<file path="config.mk">
export PLATFORM = sky130hd
export DESIGN_NAME = nios_wr_sequencer_flat
export DESIGN_NICKNAME = d
export VERILOG_FILES = /design/src/rtl/nios_wr_seq_pkg.sv /design/src/rtl/nios_wr_sequencer_if.sv /design/src/rtl/nios_wr_seq_fifo.sv /design/src/rtl/nios_wr_sequencer.sv /design/src/flat_wrapper.sv
export SDC_FILE = /design/constraint.sdc
export NUM_CORES = 1
export LEC_CHECK = 0
export CAP_MARGIN = 5
export CORE_MARGIN = 2
export CORE_UTILIZATION = 45
export CTS_CLUSTER_DIAMETER = 50
export DETAILED_ROUTE_END_ITERATION = 10
export GPL_ROUTABILITY_DRIVEN = 0
export PLACE_DENSITY = 0.64
export SLEW_MARGIN = 20
export SYNTH_ARGS = -nofsm -noshare
export SYNTH_HDL_FRONTEND = slang
export SYNTH_SLANG_ARGS = --single-unit
</file>
<file path="constraint.sdc">
create_clock -name clk -period 4.6 [get_ports clk]
set_input_delay 0.92 -clock clk [delete_from_list [all_inputs] [get_ports clk]]
set_output_delay 0.92 -clock clk [all_outputs]
set_load 0.02 [all_outputs]
</file>
<file path="src/rtl/nios_wr_seq_pkg.sv">
// Shared definitions for the Nios block-write sequencer: register map,
// CTRL/STATUS bit positions and the sequencer state encoding.
package nios_wr_seq_pkg;

    localparam logic [1:0] REG_DATA   = 2'd0;
    localparam logic [1:0] REG_BASE   = 2'd1;
    localparam logic [1:0] REG_CTRL   = 2'd2;
    localparam logic [1:0] REG_STATUS = 2'd3;

    localparam int CTRL_START     = 0;
    localparam int CTRL_ABORT     = 1;
    localparam int CTRL_IE        = 2;
    localparam int CTRL_COUNT_LSB = 16;

    localparam int STS_BUSY  = 0;
    localparam int STS_EMPTY = 1;
    localparam int STS_FULL  = 2;
    localparam int STS_OVF   = 3;
    localparam int STS_DONE  = 4;

    typedef enum logic {
        S_IDLE = 1'b0,
        S_RUN  = 1'b1
    } seq_state_e;

endpackage

</file>
<file path="src/rtl/nios_wr_sequencer_if.sv">
// Avalon-MM slave bus bundle between the Nios interconnect and the sequencer.
interface nios_wr_sequencer_if;

    logic [1:0]  address;
    logic        chipselect;
    logic        write_n;
    logic [31:0] writedata;
    logic [31:0] readdata;

    modport slave (
        input  address,
        input  chipselect,
        input  write_n,
        input  writedata,
        output readdata
    );

    modport master (
        output address,
        output chipselect,
        output write_n,
        output writedata,
        input  readdata
    );

endinterface

</file>
<file path="src/rtl/nios_wr_seq_fifo.sv">
// Small synchronous FIFO with show-ahead head; a push into a full FIFO
// succeeds only when a pop happens on the same edge.
module nios_wr_seq_fifo #(
    parameter int DATA_W     = 32,
    parameter int FIFO_DEPTH = 8
) (
    input  logic              clk,
    input  logic              reset_n,
    input  logic              push,
    input  logic              pop,
    input  logic              flush,
    input  logic [DATA_W-1:0] din,
    output logic [DATA_W-1:0] head,
    output logic              empty,
    output logic              full
);

    localparam int PTR_W = $clog2(FIFO_DEPTH);
    localparam logic [PTR_W:0] PTR_ONE = (PTR_W+1)'(1);

    logic [DATA_W-1:0] mem_q [FIFO_DEPTH];
    logic [PTR_W:0]    wr_ptr_q, wr_ptr_d;
    logic [PTR_W:0]    rd_ptr_q, rd_ptr_d;
    logic              do_push;
    logic              do_pop;

    // Pointers carry one extra wrap bit so full and empty are distinguishable.
    assign empty = (wr_ptr_q == rd_ptr_q);
    assign full  = (wr_ptr_q[PTR_W] != rd_ptr_q[PTR_W]) &&
                   (wr_ptr_q[PTR_W-1:0] == rd_ptr_q[PTR_W-1:0]);
    assign head  = mem_q[rd_ptr_q[PTR_W-1:0]];

    always_comb begin
        do_pop   = pop & ~empty;
        do_push  = push & (~full | do_pop);
        wr_ptr_d = wr_ptr_q;
        rd_ptr_d = rd_ptr_q;
        if (flush) begin
            wr_ptr_d = '0;
            rd_ptr_d = '0;
        end else begin
            if (do_push) wr_ptr_d = wr_ptr_q + PTR_ONE;
            if (do_pop)  rd_ptr_d = rd_ptr_q + PTR_ONE;
        end
    end

    always_ff @(posedge clk or negedge reset_n) begin
        if (!reset_n) begin
            wr_ptr_q <= '0;
            rd_ptr_q <= '0;
        end else begin
            wr_ptr_q <= wr_ptr_d;
            rd_ptr_q <= rd_ptr_d;
        end
    end

    always_ff @(posedge clk) begin
        if (do_push && !flush) mem_q[wr_ptr_q[PTR_W-1:0]] <= din;
    end

endmodule

</file>
<file path="src/rtl/nios_wr_sequencer.sv">
// Avalon-MM slave that streams FIFO-buffered words into a RAM write port,
// one word per clock from a software-loaded base address.
module nios_wr_sequencer
    import nios_wr_seq_pkg::*;
#(
    parameter int ADDR_W     = 12,
    parameter int DATA_W     = 32,
    parameter int FIFO_DEPTH = 8
) (
    input  logic               clk,
    input  logic               reset_n,
    nios_wr_sequencer_if.slave bus,
    output logic [ADDR_W-1:0]  wraddress,
    output logic [DATA_W-1:0]  wrdata,
    output logic               wren,
    output logic               irq
);

    localparam logic [ADDR_W-1:0] A_ONE = ADDR_W'(1);

    seq_state_e        state_q, state_d;
    logic [ADDR_W-1:0] ptr_q, ptr_d;
    logic [ADDR_W-1:0] remaining_q, remaining_d;
    logic              ie_q, ie_d;
    logic              ovf_q, ovf_d;
    logic              done_q, done_d;
    logic [ADDR_W-1:0] wraddress_q, wraddress_d;
    logic [DATA_W-1:0] wrdata_q, wrdata_d;
    logic              wren_q, wren_d;

    logic              bus_wr, data_wr, base_wr, ctrl_wr, status_wr;
    logic              ctrl_start, ctrl_abort;
    logic [ADDR_W-1:0] ctrl_count;
    logic              pop, done_set, ovf_set;
    logic [DATA_W-1:0] fifo_head;
    logic              fifo_empty, fifo_full;
    logic [31:0]       readdata_c;
    logic              writedata_unused;

    assign bus_wr     = bus.chipselect & ~bus.write_n;
    assign data_wr    = bus_wr && (bus.address == REG_DATA);
    assign base_wr    = bus_wr && (bus.address == REG_BASE);
    assign ctrl_wr    = bus_wr && (bus.address == REG_CTRL);
    assign status_wr  = bus_wr && (bus.address == REG_STATUS);
    assign ctrl_start = ctrl_wr & bus.writedata[CTRL_START];
    assign ctrl_abort = ctrl_wr & bus.writedata[CTRL_ABORT];
    assign ctrl_count = bus.writedata[CTRL_COUNT_LSB +: ADDR_W];
    assign writedata_unused = ^bus.writedata;

    // An abort in the same cycle suppresses the pop so no word leaks out.
    assign pop = (state_q == S_RUN) & ~fifo_empty & ~ctrl_abort;

    nios_wr_seq_fifo #(
        .DATA_W     (DATA_W),
        .FIFO_DEPTH (FIFO_DEPTH)
    ) u_fifo (
        .clk     (clk),
        .reset_n (reset_n),
        .push    (data_wr),
        .pop     (pop),
        .flush   (ctrl_abort),
        .din     (bus.writedata[DATA_W-1:0]),
        .head    (fifo_head),
        .empty   (fifo_empty),
        .full    (fifo_full)
    );

    always_comb begin
        state_d     = state_q;
        ptr_d       = ptr_q;
        remaining_d = remaining_q;
        ie_d        = ie_q;
        wraddress_d = wraddress_q;
        wrdata_d    = wrdata_q;
        wren_d      = 1'b0;
        done_set    = 1'b0;
        ovf_set     = data_wr & fifo_full & ~pop;

        if (pop) begin
            wren_d      = 1'b1;
            wraddress_d = ptr_q;
            wrdata_d    = fifo_head;
            ptr_d       = ptr_q + A_ONE;
            remaining_d = remaining_q - A_ONE;
            if (remaining_q == A_ONE) begin
                state_d  = S_IDLE;
                done_set = 1'b1;
            end
        end

        if (base_wr && (state_q == S_IDLE)) ptr_d = bus.writedata[ADDR_W-1:0];

        if (ctrl_wr) ie_d = bus.writedata[CTRL_IE];

        if (ctrl_abort) begin
            state_d     = S_IDLE;
            remaining_d = '0;
        end else if (ctrl_start && (state_q == S_IDLE)) begin
            if (ctrl_count != '0) begin
                state_d     = S_RUN;
                remaining_d = ctrl_count;
            end else begin
                done_set = 1'b1;
            end
        end

        // Sticky flags: a set on the same edge beats a software clear.
        done_d = (done_q & ~(status_wr & bus.writedata[STS_DONE])) | done_set;
        ovf_d  = (ovf_q  & ~(status_wr & bus.writedata[STS_OVF]))  | ovf_set;
    end

    always_ff @(posedge clk or negedge reset_n) begin
        if (!reset_n) begin
            state_q     <= S_IDLE;
            ptr_q       <= '0;
            remaining_q <= '0;
            ie_q        <= 1'b0;
            ovf_q       <= 1'b0;
            done_q      <= 1'b0;
            wraddress_q <= '0;
            wrdata_q    <= '0;
            wren_q      <= 1'b0;
        end else begin
            state_q     <= state_d;
            ptr_q       <= ptr_d;
            remaining_q <= remaining_d;
            ie_q        <= ie_d;
            ovf_q       <= ovf_d;
            done_q      <= done_d;
            wraddress_q <= wraddress_d;
            wrdata_q    <= wrdata_d;
            wren_q      <= wren_d;
        end
    end

    always_comb begin
        readdata_c = '0;
        case (bus.address)
            REG_BASE: readdata_c[ADDR_W-1:0] = ptr_q;
            REG_CTRL: begin
                readdata_c[CTRL_COUNT_LSB +: ADDR_W] = remaining_q;
                readdata_c[CTRL_IE]                  = ie_q;
            end
            REG_STATUS: begin
                readdata_c[STS_BUSY]  = (state_q == S_RUN);
                readdata_c[STS_EMPTY] = fifo_empty;
                readdata_c[STS_FULL]  = fifo_full;
                readdata_c[STS_OVF]   = ovf_q;
                readdata_c[STS_DONE]  = done_q;
            end
            default: readdata_c = '0;
        endcase
    end

    assign bus.readdata = readdata_c;
    assign wraddress    = wraddress_q;
    assign wrdata       = wrdata_q;
    assign wren         = wren_q;
    assign irq          = done_q & ie_q;

endmodule

</file>
<file path="src/flat_wrapper.sv">
// flat-port wrapper written by rule: the top's interface ports become plain ports
module nios_wr_sequencer_flat import nios_wr_seq_pkg::*;
#(
    parameter int ADDR_W     = 12,
    parameter int DATA_W     = 32,
    parameter int FIFO_DEPTH = 8
)
  (clk, reset_n, wraddress, wrdata, wren, irq, bus_address, bus_chipselect, bus_write_n, bus_writedata, bus_readdata);
  nios_wr_sequencer_if bus_i ();
  input  logic clk;
  input  logic reset_n;
  output logic [ADDR_W-1:0] wraddress;
  output logic [DATA_W-1:0] wrdata;
  output logic wren;
  output logic irq;
  input wire logic [$bits(bus_i.address)-1:0] bus_address;
  input wire logic [$bits(bus_i.chipselect)-1:0] bus_chipselect;
  input wire logic [$bits(bus_i.write_n)-1:0] bus_write_n;
  input wire logic [$bits(bus_i.writedata)-1:0] bus_writedata;
  output wire logic [$bits(bus_i.readdata)-1:0] bus_readdata;
  assign bus_i.address = bus_address;
  assign bus_i.chipselect = bus_chipselect;
  assign bus_i.write_n = bus_write_n;
  assign bus_i.writedata = bus_writedata;
  assign bus_readdata = bus_i.readdata;
  nios_wr_sequencer #(.ADDR_W(ADDR_W), .DATA_W(DATA_W), .FIFO_DEPTH(FIFO_DEPTH)) u_core (.clk(clk), .reset_n(reset_n), .bus(bus_i), .wraddress(wraddress), .wrdata(wrdata), .wren(wren), .irq(irq));
endmodule
</file>
[Yosys cells after proc, flatten, opt, wreduce, memory -nomap -nowiden]
Memory sizes are Yosys's and may differ from the RTL's. A register that Yosys moved wholly into a read port is not among the register bits.
Cells that the tools add are included.
Word-level totals
  register bits: 49
  memory bits (writable): 256
  bits of input ports: 38
  output and inout port bits: 78
  logic and storage cells: 90
  memories: 1
Operators by class
  $add $sub $neg: 4
  equality and inequality tests: 7
  muxes and demuxes: 28
  bitwise gates (word level): 25
  reduce and logical (&&, ||, !) cells: 15
Memories
  u_core.u_fifo.mem_q: words 8, bits a word 32, read ports 1, clocked after memory_dff 1, write ports 1, line nios_wr_seq_fifo.sv:21  | logic [DATA_W-1:0] mem_q [FIFO_DEPTH];
Operators by type and width (number)
  $mux W12: 7
  $mux W4: 4
  $and A1 B1 Y1: 14
  $mux W1: 13
  $add A12 B1 Y12 const B: 1
  $eq A12 B1 Y1 const B: 1
  $reduce_bool A12 Y1: 1
  $sub A12 B1 Y12 const B: 1
  $add A4 B1 Y4 const B: 2
  $logic_and A1 B1 Y1: 8
  $not A1 Y1: 8
  $pmux W2 S2: 2
  $mux W7: 1
  $reduce_bool A2 Y1: 3
  $eq A2 B2 Y1 const B: 2
  $eq A4 B4 Y1: 1
  $eq A3 B3 Y1: 1
  $or A1 B1 Y1: 3
  $pmux W1 S3: 1
  $eq A2 B1 Y1 const B: 1
  $logic_not A1 Y1: 2
  $logic_not A2 Y1: 1
  $ne A1 B1 Y1: 1

[Depth between registers and ports, before layout]
  depth in word-level cells: 12
  gate-level depth with buffers: 8

[Modules after synthesis]
Synthesis repeated with hierarchy kept, for this count alone.
Unflattened totals
  cell total of the unflattened synthesis: 857
  area, all modules: 13967.1 µm²
Modules (own cells, without submodules)
  nios_wr_seq_fifo: times used 1, cells an instance 444, area each 10222.3 µm², seq. area each 7887.6 µm²
  nios_wr_sequencer: times used 1, cells an instance 413, area each 3744.8 µm², seq. area each 1826.8 µm²

[Worst setup path before layout]
Ideal clock, no wire load.
  path kind: input-to-reg
  from: in bus_address[1]
  to: mem u_core.u_fifo.mem_q[5][0] (enable)
  library setup time: 0.513 ns
  arrival: 4.932 ns
  data required time: 4.087 ns
  slack: -0.845 ns
  stages on the path: 4
  path buffers: 0
  cells stage by stage: nor4bb_4 > a21oi_1 > o21ai_2 > nor4b_1
On the way
  cells in the longest elaborated chain, start to end: 11
RTL lines
  start, declared: line flat_wrapper.sv:16  | input wire logic [$bits(bus_i.address)-1:0] bus_address;
  $eq A2 B2 Y1: line nios_wr_sequencer.sv:43  | assign ctrl_wr = bus_wr && (bus.address == REG_CTRL);
  $logic_and A1 B1 Y1: line nios_wr_sequencer.sv:43
  $and A1 B1 Y1: line nios_wr_sequencer.sv:46  | assign ctrl_abort = ctrl_wr & bus.writedata[CTRL_ABORT];
  $not A1 Y1: line nios_wr_sequencer.sv:51  | assign pop = (state_q == S_RUN) & ~fifo_empty & ~ctrl_abort;
  $and A1 B1 Y1: line nios_wr_sequencer.sv:51
  $and A1 B1 Y1: line nios_wr_seq_fifo.sv:34  | do_pop = pop & ~empty;
  $or A1 B1 Y1: line nios_wr_seq_fifo.sv:35  | do_push = push & (~full | do_pop);
  $and A1 B1 Y1: line nios_wr_seq_fifo.sv:35
  $logic_and A1 B1 Y1 (*): line nios_wr_seq_fifo.sv:58  | if (do_push && !flush) mem_q[wr_ptr_q[PTR_W-1:0]] <= din;
  $mux W1 (*): line nios_wr_seq_fifo.sv:58
  $mux W1 (implied by the code) (*): line nios_wr_seq_fifo.sv:58
  end, declared: line nios_wr_seq_fifo.sv:21
Mark *: on every way between the ends. The rest lies on a longest branch, timed or not.

[Worst setup path in the final report]
  from: in bus_address[0]
  to: out bus_readdata[10]
On the way
  cells in the longest elaborated chain, start to end: 2
RTL lines
  $eq A2 B1 Y1: line nios_wr_sequencer.sv:138  | case (bus.address)
  $mux W7: line nios_wr_sequencer.sv:138
  end, declared: line flat_wrapper.sv:20  | output wire logic [$bits(bus_i.readdata)-1:0] bus_readdata;
No other way between the ends.

==> results.sh <==
export IMPL_die_w_um=178
export IMPL_period_share=0.844
export IMPL_yosysSeqAreaShare=0.710
export IMPL_rr_worst_depth=5
export IMPL_path_depth=4
export IMPL_crit_top_cell="clkdlybuf4s50_1"
export IMPL_async_flop_share=0.240
export IMPL_cts_buffers_inserted=38
export IMPL_route_detailed_drc=0
export IMPL_multi_input_area_mm2=0.00374
export IMPL_dpl_hpwl_mm=17.3
export IMPL_setup_viol=0
export IMPL_cp_top_family="buffers and inverters"
export IMPL_critPathLaunchType="input pin"
export IMPL_finalCoreUtilization=0.555
export IMPL_setup_tns_ns=0
export IMPL_yosysWarnings=0
export IMPL_ir_worst_vdd_mv=0.330
export IMPL_routed_wl_mm=28.4
export IMPL_wl_per_cell_um=20.8
export IMPL_io_pin_count=116
export IMPL_critPathArrivalTime_ns=2.96
export IMPL_hold_path_class="in2async"
export IMPL_seqPwrFrac=0.393
export IMPL_path_buf_inv=2
export IMPL_clk_pin_slew_ns=0.05
export IMPL_grt_pass1_wl_mm=44.7
export IMPL_p_per_area_mw_per_mm2=611
export IMPL_switchingPower_mw=3.13
export IMPL_relSlewSlack=0.302
export IMPL_clkPwrFrac=0.307
export IMPL_start_util=0.459
export IMPL_syn_area_per_cell_um2=16.7
export IMPL_io_buffers=107
export IMPL_cts_tree="done"
export IMPL_fin_crit_ns=3.88
export IMPL_cts_root_buf="clkbuf_16"
export IMPL_tightest_slew_ns=1.04
export IMPL_syn_area_mm2=0.0137
export IMPL_drtIter0Drc=676
export IMPL_max_freq_mhz=258
export IMPL_skew_ns=0.0179
export IMPL_synth_top_flop_cell="edfxtp_1"
export IMPL_crit_type="in2out"
export IMPL_max_cap_violations=0
export IMPL_drt_pass1_iter_count=5
export IMPL_intPower_mw=6.97
export IMPL_status="completed"
export IMPL_h_tree_depth=2
export IMPL_critPathMaxFanout=11
export IMPL_hold_buffers=0
export IMPL_overflow=0
export IMPL_synthesis_instances=821
export IMPL_cp_end_kind="output pin"
export IMPL_grt_max_degree=67
export IMPL_crit_chain="clkdlybuf4s50_1 -> nor2b_1 -> and2_1 -> clkdlybuf4s50_1"
export IMPL_core_area_mm2=0.0298
export IMPL_nFillCells=2382
export IMPL_p_leak_nw=5.77
export IMPL_switching_share=0.310
export IMPL_ys_ff_latch=337
export IMPL_cpPeakStageDelay_ns=0.70
export IMPL_r2r_start="u_core.u_fifo.wr_ptr_q[0]$_DFFE_PN0P_"
export IMPL_cts_setup_buffers=0
export IMPL_syn_to_final_growth_pct=20.7
export IMPL_finalPower_mw=10.1
export IMPL_ys_types=54
export IMPL_diodes=0
export IMPL_ant_nets=0
export IMPL_seq_area_mm2=0.00972
export IMPL_num_rows=63
export IMPL_rsz0062_at_grt="false"
export IMPL_grt_pass1_vias=7699
export IMPL_hold_viol_final=0
export IMPL_cp_startpoint="bus_address[0]"
export IMPL_via_per_inst=5.42
export IMPL_clock_sinks=337
export IMPL_antenna_found_initial=1
export IMPL_drive_above_1_share=0.174
export IMPL_grt_usage=0.186
export IMPL_cts_path_max_buffers=3
export IMPL_ctsResizeCount=0
export IMPL_die_h_um=178
export IMPL_synth_edff_count=256
export IMPL_required_ns=3.68
export IMPL_die_area_mm2=0.0318
export IMPL_final_nets=988
export IMPL_worstSkewPairLatency_ns=0.52
export IMPL_comb_power_share=0.300
export IMPL_cp_slowest_cell="clkdlybuf4s50_1"
export IMPL_drv_slew=0
export IMPL_dr_total_vias=7394
## per-layer routing
layer  wire length (µm)  GRT usage  up-vias
met2              13500      0.301      197
met3               1310     0.0296       37
met1              13100      0.269     3761
met5                  0          0        -
li1                   -          -     3399
met4                417     0.0440        0
## Yosys cell counts, types with 5 or more instances
master / instances / share of area
buf_4: 18 / 0.0099
nand3_1: 16 / 0.0058
nor2b_1: 7 / 0.0032
buf_1: 6 / 0.0016
clkbuf_1: 12 / 0.0033
nor2_1: 17 / 0.0047
nor4_1: 12 / 0.0055
nand4_1: 9 / 0.0041
xnor2_1: 14 / 0.0090
mux2i_1: 38 / 0.028
dfrtp_1: 81 / 0.15
nor3_1: 12 / 0.0044
mux4_2: 64 / 0.11
nand2_1: 84 / 0.023
ha_1: 5 / 0.0046
inv_1: 9 / 0.0025
and2_1: 21 / 0.0096
buf_2: 15 / 0.0055
o21ai_0: 55 / 0.020
a21oi_1: 17 / 0.0062
edfxtp_1: 256 / 0.56
xor2_1: 8 / 0.0051
## placed cells by master, fill, tap and decap left out, drive strengths merged, types with 13 or more instances in the layout
cell type,count
nand2,85
mux4,64
o21ai,58
dfrtp,81
clkdlybuf4s50,106
mux2i,38
nor2,17
buf,25
clkinv,14
nand3,17
and2,21
a21oi,17
clkbuf,44
xnor2,14
edfxtp,256
nor4,14
inv,13
## per-stage QoR
stage / area [µm²] / instances / setup slack, ns / hold slack (ns)
after floorplan: 13700 / 828 / -0.845 / 0.468
after global placement: 15200 / 1295 / 0.785 / 0.459
after detailed placement: 15200 / 1295 / 0.730 / 0.462
after CTS: 16500 / 1363 / 0.719 / 0.442
after global routing: 16500 / 1363 / 0.596 / 0.473
final: 16500 / 1363 / 0.719 / 0.422
## logic make-up after synthesis
kind of cell / after synthesis / synth area share
compound gates: 93 / 0.0387
xor+xnor: 22 / 0.0141
fa+ha+maj: 5 / 0.00457
buf+inv: 64 / 0.0255
flops: 337 / 0.710
mux: 103 / 0.134
other cells: 1 / 0.000274
simple gates: 196 / 0.0734
## flip-flops by register name (all words and copies together), names as in the netlist
| name | count |
|---|---|
| u_core.done_q | 1 |
| u_core.ie_q | 1 |
| u_core.ovf_q | 1 |
| u_core.ptr_q | 12 |
| u_core.remaining_q | 12 |
| u_core.state_q | 1 |
| u_core.u_fifo.mem_q | 256 |
| u_core.u_fifo.rd_ptr_q | 4 |
| u_core.u_fifo.wr_ptr_q | 4 |
| u_core.wraddress | 12 |
| u_core.wrdata | 32 |
| u_core.wren | 1 |
## worst register-to-register path: cells and delay by family, from the launching register on
kind            cells  cell delay (ns)
compound gates      1             0.21
buf+inv             1             0.46
xor+xnor            1             0.21
simple gates        2             1.05
flops               1             0.69
## power by group through the flow
| stage | combinational (mW) | sequential (mW) | clock (mW) |
|---|---|---|---|
| 4_1_cts | 3.10 | 3.97 | 3.15 |
| 5_1_grt | 3.37 | 4.02 | 3.27 |
| 3_3_place_gp | 3.07 | 4.02 | 0 |
| 2_1_floorplan | 1.95 | 4.15 | 0 |
| 6_report | 3.03 | 3.97 | 3.10 |
| 3_5_place_dp | 3.09 | 4.02 | 0 |
## final cells by class
class	count	area share
Inverter	10	0.00227
Tap cell	390	0.0295
Sequential cell	337	0.588
Timing Repair Buffer	131	0.0756
Clock buffer	44	0.0602
Multi-Input combinational cell	427	0.226
Clock inverter	24	0.0182
## worst paths after layout
check	end	slack, ns
min reg2reg	u_core.wrdata[15]$_DFFE_PN0N_	0.47
max	bus_readdata[10]	0.72
max in group asynchronous	u_core.wraddress[9]$_DFFE_PN0N_	3.24
max reg2reg	u_core.u_fifo.mem_q[0][7]$_DFFE_PP_	1.65
min in group clk	u_core.wrdata[15]$_DFFE_PN0N_	0.47
min	u_core.wrdata[21]$_DFFE_PN0N_	0.42
No activity file was read; power rests on OpenSTA's default activity.
